File: config.mk
export PLATFORM = sky130hd
export DESIGN_NAME = md_sequencer
export DESIGN_NICKNAME = d
export VERILOG_FILES = /design/src/rtl/md_sequencer.sv
export SDC_FILE = /design/constraint.sdc
export NUM_CORES = 2
export LEC_CHECK = 0
export CAP_MARGIN = 20
export CORE_UTILIZATION = 40
export DETAILED_ROUTE_END_ITERATION = 10
export PLACE_DENSITY = 0.6
export SLEW_MARGIN = 0
export SYNTH_ARGS = -nofsm -noshare
export SYNTH_HDL_FRONTEND = slang
export SYNTH_SLANG_ARGS = --single-unit
export TNS_END_PERCENT = 50
File: constraint.sdc
create_clock -name clk -period 8.7 [get_ports clk]
set_input_delay 1.74 -clock clk [delete_from_list [all_inputs] [get_ports clk]]
set_output_delay 1.74 -clock clk [all_outputs]
set_load 0.02 [all_outputs]
File: src/rtl/md_sequencer.sv
// md_sequencer: EX-stage multiply/divide sequencer owning the HI/LO registers.
// Multiplies finish after a fixed MULT_CYCLES countdown. Divides run a 32-step
// restoring shift-subtract loop followed by one FIX cycle that applies signs.
// Optional build macro: MD_SEQ_DIV0_EARLY_EN (a zero divisor skips the 32 steps).
module md_sequencer #(
    parameter int unsigned MULT_CYCLES = 5
) (
    input  logic        clk,
    input  logic        reset,
    input  logic        op_valid,
    input  logic [2:0]  op,
    input  logic [31:0] rs,
    input  logic [31:0] rt,
    output logic        stall,
    output logic        busy,
    output logic [31:0] rd_data,
    output logic [31:0] hi,
    output logic [31:0] lo
);

    localparam logic [2:0] OpMult  = 3'd0;
    localparam logic [2:0] OpMultu = 3'd1;
    localparam logic [2:0] OpDiv   = 3'd2;
    localparam logic [2:0] OpDivu  = 3'd3;
    localparam logic [2:0] OpMthi  = 3'd4;
    localparam logic [2:0] OpMtlo  = 3'd5;
    localparam logic [2:0] OpMfhi  = 3'd6;
    localparam logic [2:0] OpMflo  = 3'd7;

    localparam logic [4:0] MulLoad = 5'(MULT_CYCLES - 1);
    localparam logic [4:0] DivLoad = 5'd31;

    typedef enum logic [1:0] {StIdle, StMul, StDiv, StFix} state_e;

    state_e      state_q;
    logic        busy_q;
    logic [31:0] hi_q, lo_q;
    logic [4:0]  cnt_q;
    // opa_q: multiplicand, or dividend magnitude that becomes the quotient.
    logic [31:0] opa_q, opb_q;
    logic [31:0] rem_q;
    logic [31:0] rs_q;          // rs as issued, returned in HI on divide by zero
    logic        mul_signed_q;
    logic        q_neg_q, r_neg_q;

    logic        accept;
    logic        div_signed;
    logic [31:0] rs_mag, rt_mag;
    logic [63:0] mul_a, mul_b, mul_prod;
    logic [33:0] div_trial;
    logic        div_borrow;
    logic [31:0] q_fix, r_fix;
    logic        div0;

    assign accept = op_valid && !busy_q;

    // Operand magnitudes at issue; DIVU passes raw values through.
    always_comb begin
        div_signed = (op == OpDiv);
        rs_mag     = (div_signed && rs[31]) ? (32'd0 - rs) : rs;
        rt_mag     = (div_signed && rt[31]) ? (32'd0 - rt) : rt;
    end

    // Low 64 bits of the extended product are correct for both signednesses.
    always_comb begin
        mul_a    = {{32{mul_signed_q & opa_q[31]}}, opa_q};
        mul_b    = {{32{mul_signed_q & opb_q[31]}}, opb_q};
        mul_prod = mul_a * mul_b;
    end

    // One restoring step: shift the next dividend bit into the remainder and trial-subtract.
    always_comb begin
        div_trial  = {1'b0, rem_q, opa_q[31]} - {2'b00, opb_q};
        div_borrow = div_trial[33];
    end

    // Sign correction and divide-by-zero detection for the FIX cycle.
    always_comb begin
        q_fix = q_neg_q ? (32'd0 - opa_q) : opa_q;
        r_fix = r_neg_q ? (32'd0 - rem_q) : rem_q;
        div0  = (opb_q == 32'd0);
    end

    // Sequencer FSM with registered busy and architectural HI/LO.
    always_ff @(posedge clk) begin
        if (reset) begin
            state_q      <= StIdle;
            busy_q       <= 1'b0;
            hi_q         <= 32'd0;
            lo_q         <= 32'd0;
            cnt_q        <= 5'd0;
            opa_q        <= 32'd0;
            opb_q        <= 32'd0;
            rem_q        <= 32'd0;
            rs_q         <= 32'd0;
            mul_signed_q <= 1'b0;
            q_neg_q      <= 1'b0;
            r_neg_q      <= 1'b0;
        end else begin
            unique case (state_q)
                StIdle: begin
                    if (accept) begin
                        unique case (op)
                            OpMult, OpMultu: begin
                                opa_q        <= rs;
                                opb_q        <= rt;
                                mul_signed_q <= (op == OpMult);
                                cnt_q        <= MulLoad;
                                busy_q       <= 1'b1;
                                state_q      <= StMul;
                            end
                            OpDiv, OpDivu: begin
                                opa_q   <= rs_mag;
                                opb_q   <= rt_mag;
                                rem_q   <= 32'd0;
                                rs_q    <= rs;
                                q_neg_q <= div_signed && (rs[31] ^ rt[31]);
                                r_neg_q <= div_signed && rs[31];
                                cnt_q   <= DivLoad;
                                busy_q  <= 1'b1;
`ifdef MD_SEQ_DIV0_EARLY_EN
                                state_q <= (rt == 32'd0) ? StFix : StDiv;
`else
                                state_q <= StDiv;
`endif
                            end
                            OpMthi: hi_q <= rs;
                            OpMtlo: lo_q <= rs;
                            default: ;  // MFHI/MFLO are combinational reads
                        endcase
                    end
                end
                StMul: begin
                    if (cnt_q == 5'd0) begin
                        hi_q    <= mul_prod[63:32];
                        lo_q    <= mul_prod[31:0];
                        busy_q  <= 1'b0;
                        state_q <= StIdle;
                    end else begin
                        cnt_q <= cnt_q - 5'd1;
                    end
                end
                StDiv: begin
                    opa_q <= {opa_q[30:0], ~div_borrow};
                    rem_q <= div_borrow ? {rem_q[30:0], opa_q[31]} : div_trial[31:0];
                    if (cnt_q == 5'd0) begin
                        state_q <= StFix;
                    end else begin
                        cnt_q <= cnt_q - 5'd1;
                    end
                end
                StFix: begin
                    if (div0) begin
                        hi_q <= rs_q;
                        lo_q <= 32'hFFFF_FFFF;
                    end else begin
                        hi_q <= r_fix;
                        lo_q <= q_fix;
                    end
                    busy_q  <= 1'b0;
                    state_q <= StIdle;
                end
                default: state_q <= StIdle;
            endcase
        end
    end

    // Zero-latency HI/LO read on an accepted MFHI/MFLO.
    always_comb begin
        rd_data = 32'd0;
        if (accept && op == OpMfhi) rd_data = hi_q;
        if (accept && op == OpMflo) rd_data = lo_q;
    end

    assign busy  = busy_q;
    assign stall = op_valid && busy_q;
    assign hi    = hi_q;
    assign lo    = lo_q;

endmodule

# Word level (Yosys, flattened, before mapping)
# Cells that the tools add are included.
classes:
  addsub: 6
  n_mul: 1
  n_eq_ne: 19
  mux: 37
  n_bitwise: 4
  reduce_logical: 30
op_table:
  columns: ["op", "count"]
  rows:
  - ["$mux W32", 18]
  - ["$pmux W32 S2", 4]
  - ["$pmux W32 S3", 2]
  - ["$sub A1 B32 Y32 const A", 4]
  - ["$mul A33 B33 Y64", 1]
  - ["$sub A33 B32 Y34", 1]
  - ["$logic_not A32 Y1", 1]
  - ["$pmux W5 S2", 2]
  - ["$reduce_and A4 Y1", 5]
  - ["$reduce_and A3 Y1", 5]
  - ["$eq A3 B3 Y1 const B", 4]
  - ["$mux W5", 2]
  - ["$ne A2 B2 Y1 const B", 5]
  - ["$pmux W2 S4", 1]
  - ["$logic_and A1 B1 Y1", 7]
  - ["$eq A3 B2 Y1 const B", 2]
  - ["$mux W2", 3]
  - ["$ne A2 B1 Y1 const B", 3]
  - ["$reduce_bool A2 Y1", 3]
  - ["$reduce_or A2 Y1", 3]
  - ["$logic_not A5 Y1", 1]
  - ["$sub A5 B1 Y5 const B", 1]
  - ["$eq A2 B2 Y1 const B", 2]
  - ["$pmux W2 S2", 1]
  - ["13 further kinds", 16]
totals:
  reg_bits: 203
  inputBits: 70
  output_inout_bits: 98
  wordCells: 109

# Depth between registers and ports, before layout
depth:
  ltp_word: 6
  ltp_mapped: 31
  depth_no_buf: 28

# Worst setup path after synthesis
# Ideal clock, no wire load.
synth_timing:
  path_kind: "reg-to-reg"
  start: "register opa_q[31]"
  end: "register hi_q[30], in the netlist hi[30]"
  setup_ns: 0.131
  arrival_ns: 7.960
  required_ns: 8.569
  slack_ns: 0.609
  path_stages_with_launch: 31
  n_path_buf: 2
  synth_period_minus_slack_ns: 8.091
  path_cell_list: "dfxtp_1 > and2_1 > clkbuf_1 > nand2_1 > inv_1 > fa_1 > inv_1 > fa_1 > inv_1 > fa_1 > fa_1 > inv_1 > fa_1 > inv_1 > fa_1 > inv_1 > fa_1 > fa_1 > inv_1 > ha_1 > clkbuf_1 > and4_1 > and3_1 > nand2_1 > nor4_1 > o21ai_0 > a31oi_1 > a21oi_1 > mux2i_1 > a221o_1 > nor3b_1"
synth_between:
  elab_chain_len: 4
synth_lines:
  columns: ["element", "line_no", "source"]
  rows:
  - ["start: declaration", "40", "logic [31:0] opa_q, opb_q;"]
  - ["start signal: assignment", "105", "opa_q <= rs;"]
  - ["start signal: assignment", "113", "opa_q <= rs_mag;"]
  - ["start signal: assignment", "144", "opa_q <= {opa_q[30:0], ~div_borrow};"]
  - ["$and A1 B1 Y1", "66", "mul_a = {{32{mul_signed_q & opa_q[31]}}, opa_q};"]
  - ["$mul A33 B33 Y64 (*)", "68", "mul_prod = mul_a * mul_b;"]
  - ["$mux W32 (*)", "134", "if (cnt_q == 5'd0) begin"]
  - ["$pmux W32 S3 (*)", "100", "unique case (state_q)"]
  - ["end signal: assignment", "127", "OpMthi: hi_q <= rs;"]
  - ["end signal: assignment", "135", "hi_q <= mul_prod[63:32];"]
  - ["end signal: assignment", "154", "hi_q <= rs_q;"]
  - ["end: declaration", "37", "logic [31:0] hi_q, lo_q;"]
# Mark *: on every way between the ends. The rest lies on a longest branch, timed or not. The select of a mux whose other input is x is not followed.
# A chain may end at the register's enable or synchronous reset.

# Final worst setup path
layout_timing:
  start: "register opb_q[12]"
  end: "register hi_q[30], in the netlist hi[30]"
layout_between:
  elab_chain_len: 3
  word_cells_on_any_way: 5
  classes_between: "mul (1); mux (3); reduce/logical (1)"
layout_lines:
  columns: ["element", "line_no", "source"]
  rows:
  - ["start: declaration", "40", null]
  - ["start signal: assignment", "106", "opb_q <= rt;"]
  - ["start signal: assignment", "114", "opb_q <= rt_mag;"]
  - ["$mul A33 B33 Y64 or $logic_not A32 Y1 (tied branches)", "68, 81", null]
  - ["$mux W32 (on tied branches)", "134, 153", null]
  - ["$pmux W32 S3 (*)", "100", null]
# Marked as above.

==> flow_metrics.env <==
export IMPL_status="completed"
export IMPL_syn_nets=7592
export IMPL_r2r_end="hi[30]"
export IMPL_power_density_mw_per_mm2=157
export IMPL_drt_vias_per_instance=5.38
export IMPL_nNetsFinal=7658
export IMPL_synth_edff_count=0
export IMPL_setup_slack_ns=0.270
export IMPL_grt_pass1_vias=44776
export IMPL_final_hold_violation_count=0
export IMPL_worst_pin_slew_ns=1.18
export IMPL_cp_startpoint="opb_q[12]"
export IMPL_root_buffer="clkbuf_16"
export IMPL_core_sq_mm=0.128
export IMPL_reg2reg_slack_ns=0.27
export IMPL_crit_path_start_kind="flop"
export IMPL_area_delta_synth_final_pct=11.3
export IMPL_antenna_found_initial=14
export IMPL_reg2reg_from="opb_q[12]"
export IMPL_ys_ff_latch=203
export IMPL_dpl_hpwl_mm=145
export IMPL_netlist_instances=6141
export IMPL_synth_top_area_cell="fa_1"
export IMPL_row_count=131
export IMPL_dieWidth_um=361
export IMPL_ant_nets=0
export IMPL_grt_pass1_wl_mm=272
export IMPL_layout_drive_gt1_share=0.0628
export IMPL_dr_pass1_iters=6
export IMPL_period_share=0.969
export IMPL_crit_slowest_cell="or4b_2"
export IMPL_dieArea_sq_mm=0.130
export IMPL_clock_latency_ns=0.59
export IMPL_yosys_warnings=0
export IMPL_comb_power_share=0.696
export IMPL_ir_drop_mv=0.181
export IMPL_finalSetupViolations=0
export IMPL_synthTopCellsByArea="fa_1, inv_1, dfxtp_1, nand2_1, ha_1"
export IMPL_path_common_cell="fa_1"
export IMPL_wire_per_inst_um=22.2
export IMPL_track_usage=0.273
export IMPL_fin_hold_ws_ns=0.455
export IMPL_hold_path_class="reg2reg"
export IMPL_port_buffer_count=167
export IMPL_swShare=0.543
export IMPL_drt_iter0_drc=3232
export IMPL_synth_async_reset_ratio=0
export IMPL_fp_dieH_um=361
export IMPL_wl_mm=175
export IMPL_fillers=12682
export IMPL_rsz0062_at_grt="false"
export IMPL_min_to="rs_q[4]"
export IMPL_synth_flop_cell="dfxtp_1"
export IMPL_slew_violations=0
export IMPL_cts_sinks=203
export IMPL_holdBufCountCts=0
export IMPL_syn_avg_cell_area_sq_um=8.41
export IMPL_grt_max_degree=77
export IMPL_grtUsageMet3=0.0340
export IMPL_tns_ns=0
export IMPL_relSlewSlack=0.203
export IMPL_path_class="reg2reg"
export IMPL_vias=42496
export IMPL_met2_usage=0.471
export IMPL_p_int_mw=4.13
export IMPL_path_clk_slew_ns=0.06
export IMPL_pre_cts_slack_ns=-0.132
export IMPL_h_tree_depth=1
export IMPL_initial_utilization=0.404
export IMPL_seqPwrFrac=0.166
export IMPL_critical_path_max_stage_delay_ns=0.71
export IMPL_cp_arrival_ns=8.93
export IMPL_period_minus_slack_ns=8.43
export IMPL_clock_skew_ns=0.0147
export IMPL_synth_top_area_share=0.437
export IMPL_crit_fanout=15
export IMPL_clk_path_buf_depth=3
export IMPL_p_total_mw=9.04
export IMPL_synth_cell_types=70
export IMPL_cts_buffers=29
export IMPL_busiest_layer="met2"
export IMPL_worst_path_buf_inv=8
export IMPL_p_leak_nw=26.5
export IMPL_globalplace_congestion=0.974
export IMPL_ios=168
export IMPL_netlist_area_sq_mm=0.0516
export IMPL_max_freq_mhz=119
export IMPL_dpl_cell_area_sq_mm=0.0563
export IMPL_power_frac_clock=0.138
export IMPL_seq_area_frac_synth=0.0787
export IMPL_design_area_sq_mm=0.0574
export IMPL_endpoint_kind="flop"
export IMPL_maxCapViolations=0
export IMPL_overflow=0
export IMPL_worstHoldStart="rs_q[4]"
export IMPL_cp_required_ns=9.20
export IMPL_gr_usage_met1=0.345
export IMPL_hold_depth=2
export IMPL_drc=0
export IMPL_path_delay_family="adder cells"
export IMPL_cts_tree="done"
export IMPL_ff2ff_path_depth=28
export IMPL_p_switching_mw=4.91
==> metrics by stage <==
stage	cells	utilization
floorplan	6141	-
global placement	7831	0.440
detailed placement	7831	0.440
CTS	7880	0.448
global route	7892	0.449
finish	7895	0.449
==> power groups by stage <==
stage,clock [mW],sequential [mW],combinational (mW)
after floorplan,0,1.44,3.57
after global placement,0,1.51,6.14
after detailed placement,0,1.52,6.19
after CTS,1.26,1.50,6.22
after global routing,1.29,1.52,6.83
final,1.25,1.50,6.29
==> worst max path at each step <==
| stage | endpoint | slack [ns] | cells past startpoint |
|---|---|---|---|
| final | hi[30] | 0.27 | 28 |
| after global placement | hi[23] | -0.09 | 28 |
| after detailed placement | hi[23] | -0.13 | 28 |
| after CTS | hi[23] | 0.003 | 28 |
| after global routing | hi[14] | 0.008 | 27 |
| after floorplan | hi[30] | 0.61 | 30 |
==> sequential cells by signal (all words and copies together), names as in the netlist <==
signal        cells
hi               32
lo               32
opa_q            32
opb_q            32
rem_q            32
rs_q             32
cnt_q             5
state_q           2
busy              1
mul_signed_q      1
q_neg_q           1
r_neg_q           1
==> area by class of cell <==
cell class | instances | area, sq um | share of cell area
Multi-Input combinational cell | 4337 | 41600 | 0.725
Inverter | 1192 | 4480 | 0.0780
Timing Repair Buffer | 444 | 4190 | 0.0729
Sequential cell | 203 | 4080 | 0.0711
Tap cell | 1662 | 2080 | 0.0362
Clock buffer | 35 | 778 | 0.0135
Clock inverter | 14 | 164 | 0.00285
Antenna cell | 8 | 20.0 | 0.000349
==> cell usage after synthesis (6+ instances only) <==
master    count
o41ai_1      17
and2_1      307
a221o_1       8
nand2b_1     13
a21boi_0      8
buf_1        37
nand3b_1      7
xnor2_1     125
o22ai_1       6
mux2i_1      43
dfxtp_1     203
a22oi_1       7
o21a_1       21
a31oi_1      18
nand2_1    1058
and3_1       30
a311oi_1     24
nor3_1       44
nor4_1       22
a21oi_1     220
ha_1        255
nor2b_1      18
nand4_1      20
a21o_1       33
nor2_1      308
a221oi_1     33
o211ai_1     16
or4_1        14
xor2_1       86
a211oi_1     62
inv_1      1191
fa_1       1126
clkbuf_1    369
or3_1        19
o21ai_0     205
o21bai_1     22
o31ai_1      27
nand3_1      37
or2_2        16
a32oi_1       6
==> cells by family (layout without fill, tap and decap cells) <==
kind of cell    count (synthesis)  after routing  share of synthesized area
other cells                     0              8                          0
compound gates                769            769                     0.0943
simple gates                 1932           1932                      0.168
flops                         203            203                     0.0787
xor+xnor                      211            211                     0.0358
fa+ha+maj                    1381           1381                      0.498
mux                            44             44                    0.00856
buf+inv                      1601           1685                      0.116
==> per-layer routing <==
metal | up-vias | part of all wire
met5 | - | 0.000074
met2 | 1385 | 0.50
met4 | 2 | 0.047
met3 | 324 | 0.062
met1 | 21987 | 0.40
li1 | 18798 | -
==> placed cells by master (no fill, tap or decap), drive strengths merged, types with 15 or more instances in the layout <==
cell type / synthesis / layout
a211oi: 62 / 62
a21o: 33 / 33
a21oi: 220 / 220
a221oi: 33 / 33
a311oi: 24 / 24
a31oi: 18 / 18
and2: 307 / 307
and3: 30 / 30
buf: 40 / 279
clkbuf: 369 / 35
clkdlybuf4s50: 0 / 165
dfxtp: 203 / 203
fa: 1126 / 1126
ha: 255 / 255
inv: 1191 / 1190
mux2i: 43 / 43
nand2: 1058 / 1058
nand3: 37 / 37
nand4: 20 / 20
nor2: 308 / 308
nor2b: 18 / 18
nor3: 44 / 44
nor4: 23 / 23
o211ai: 16 / 16
o21a: 21 / 21
o21ai: 206 / 206
o21bai: 22 / 22
o31ai: 28 / 28
o41ai: 18 / 18
or2: 16 / 16
or3: 19 / 19
or4: 15 / 15
xnor2: 125 / 125
xor2: 86 / 86
==> worst reg2reg max path: cells and delay by family (launching register included) <==
family / cells / cell delay [ns]
fa+ha+maj: 9 / 4.25
simple gates: 4 / 1.16
flops: 1 / 0.53
mux: 1 / 0.29
compound gates: 6 / 1.12
buf+inv: 8 / 0.99
==> timing repair <==
item,in CTS,in global routing
buffers inserted,0,5
endpoints found under the setup margin,8,22
pin swaps,0,2
cloned,0,0
resized for setup,4,25
Power figures use the tool's default switching activity.
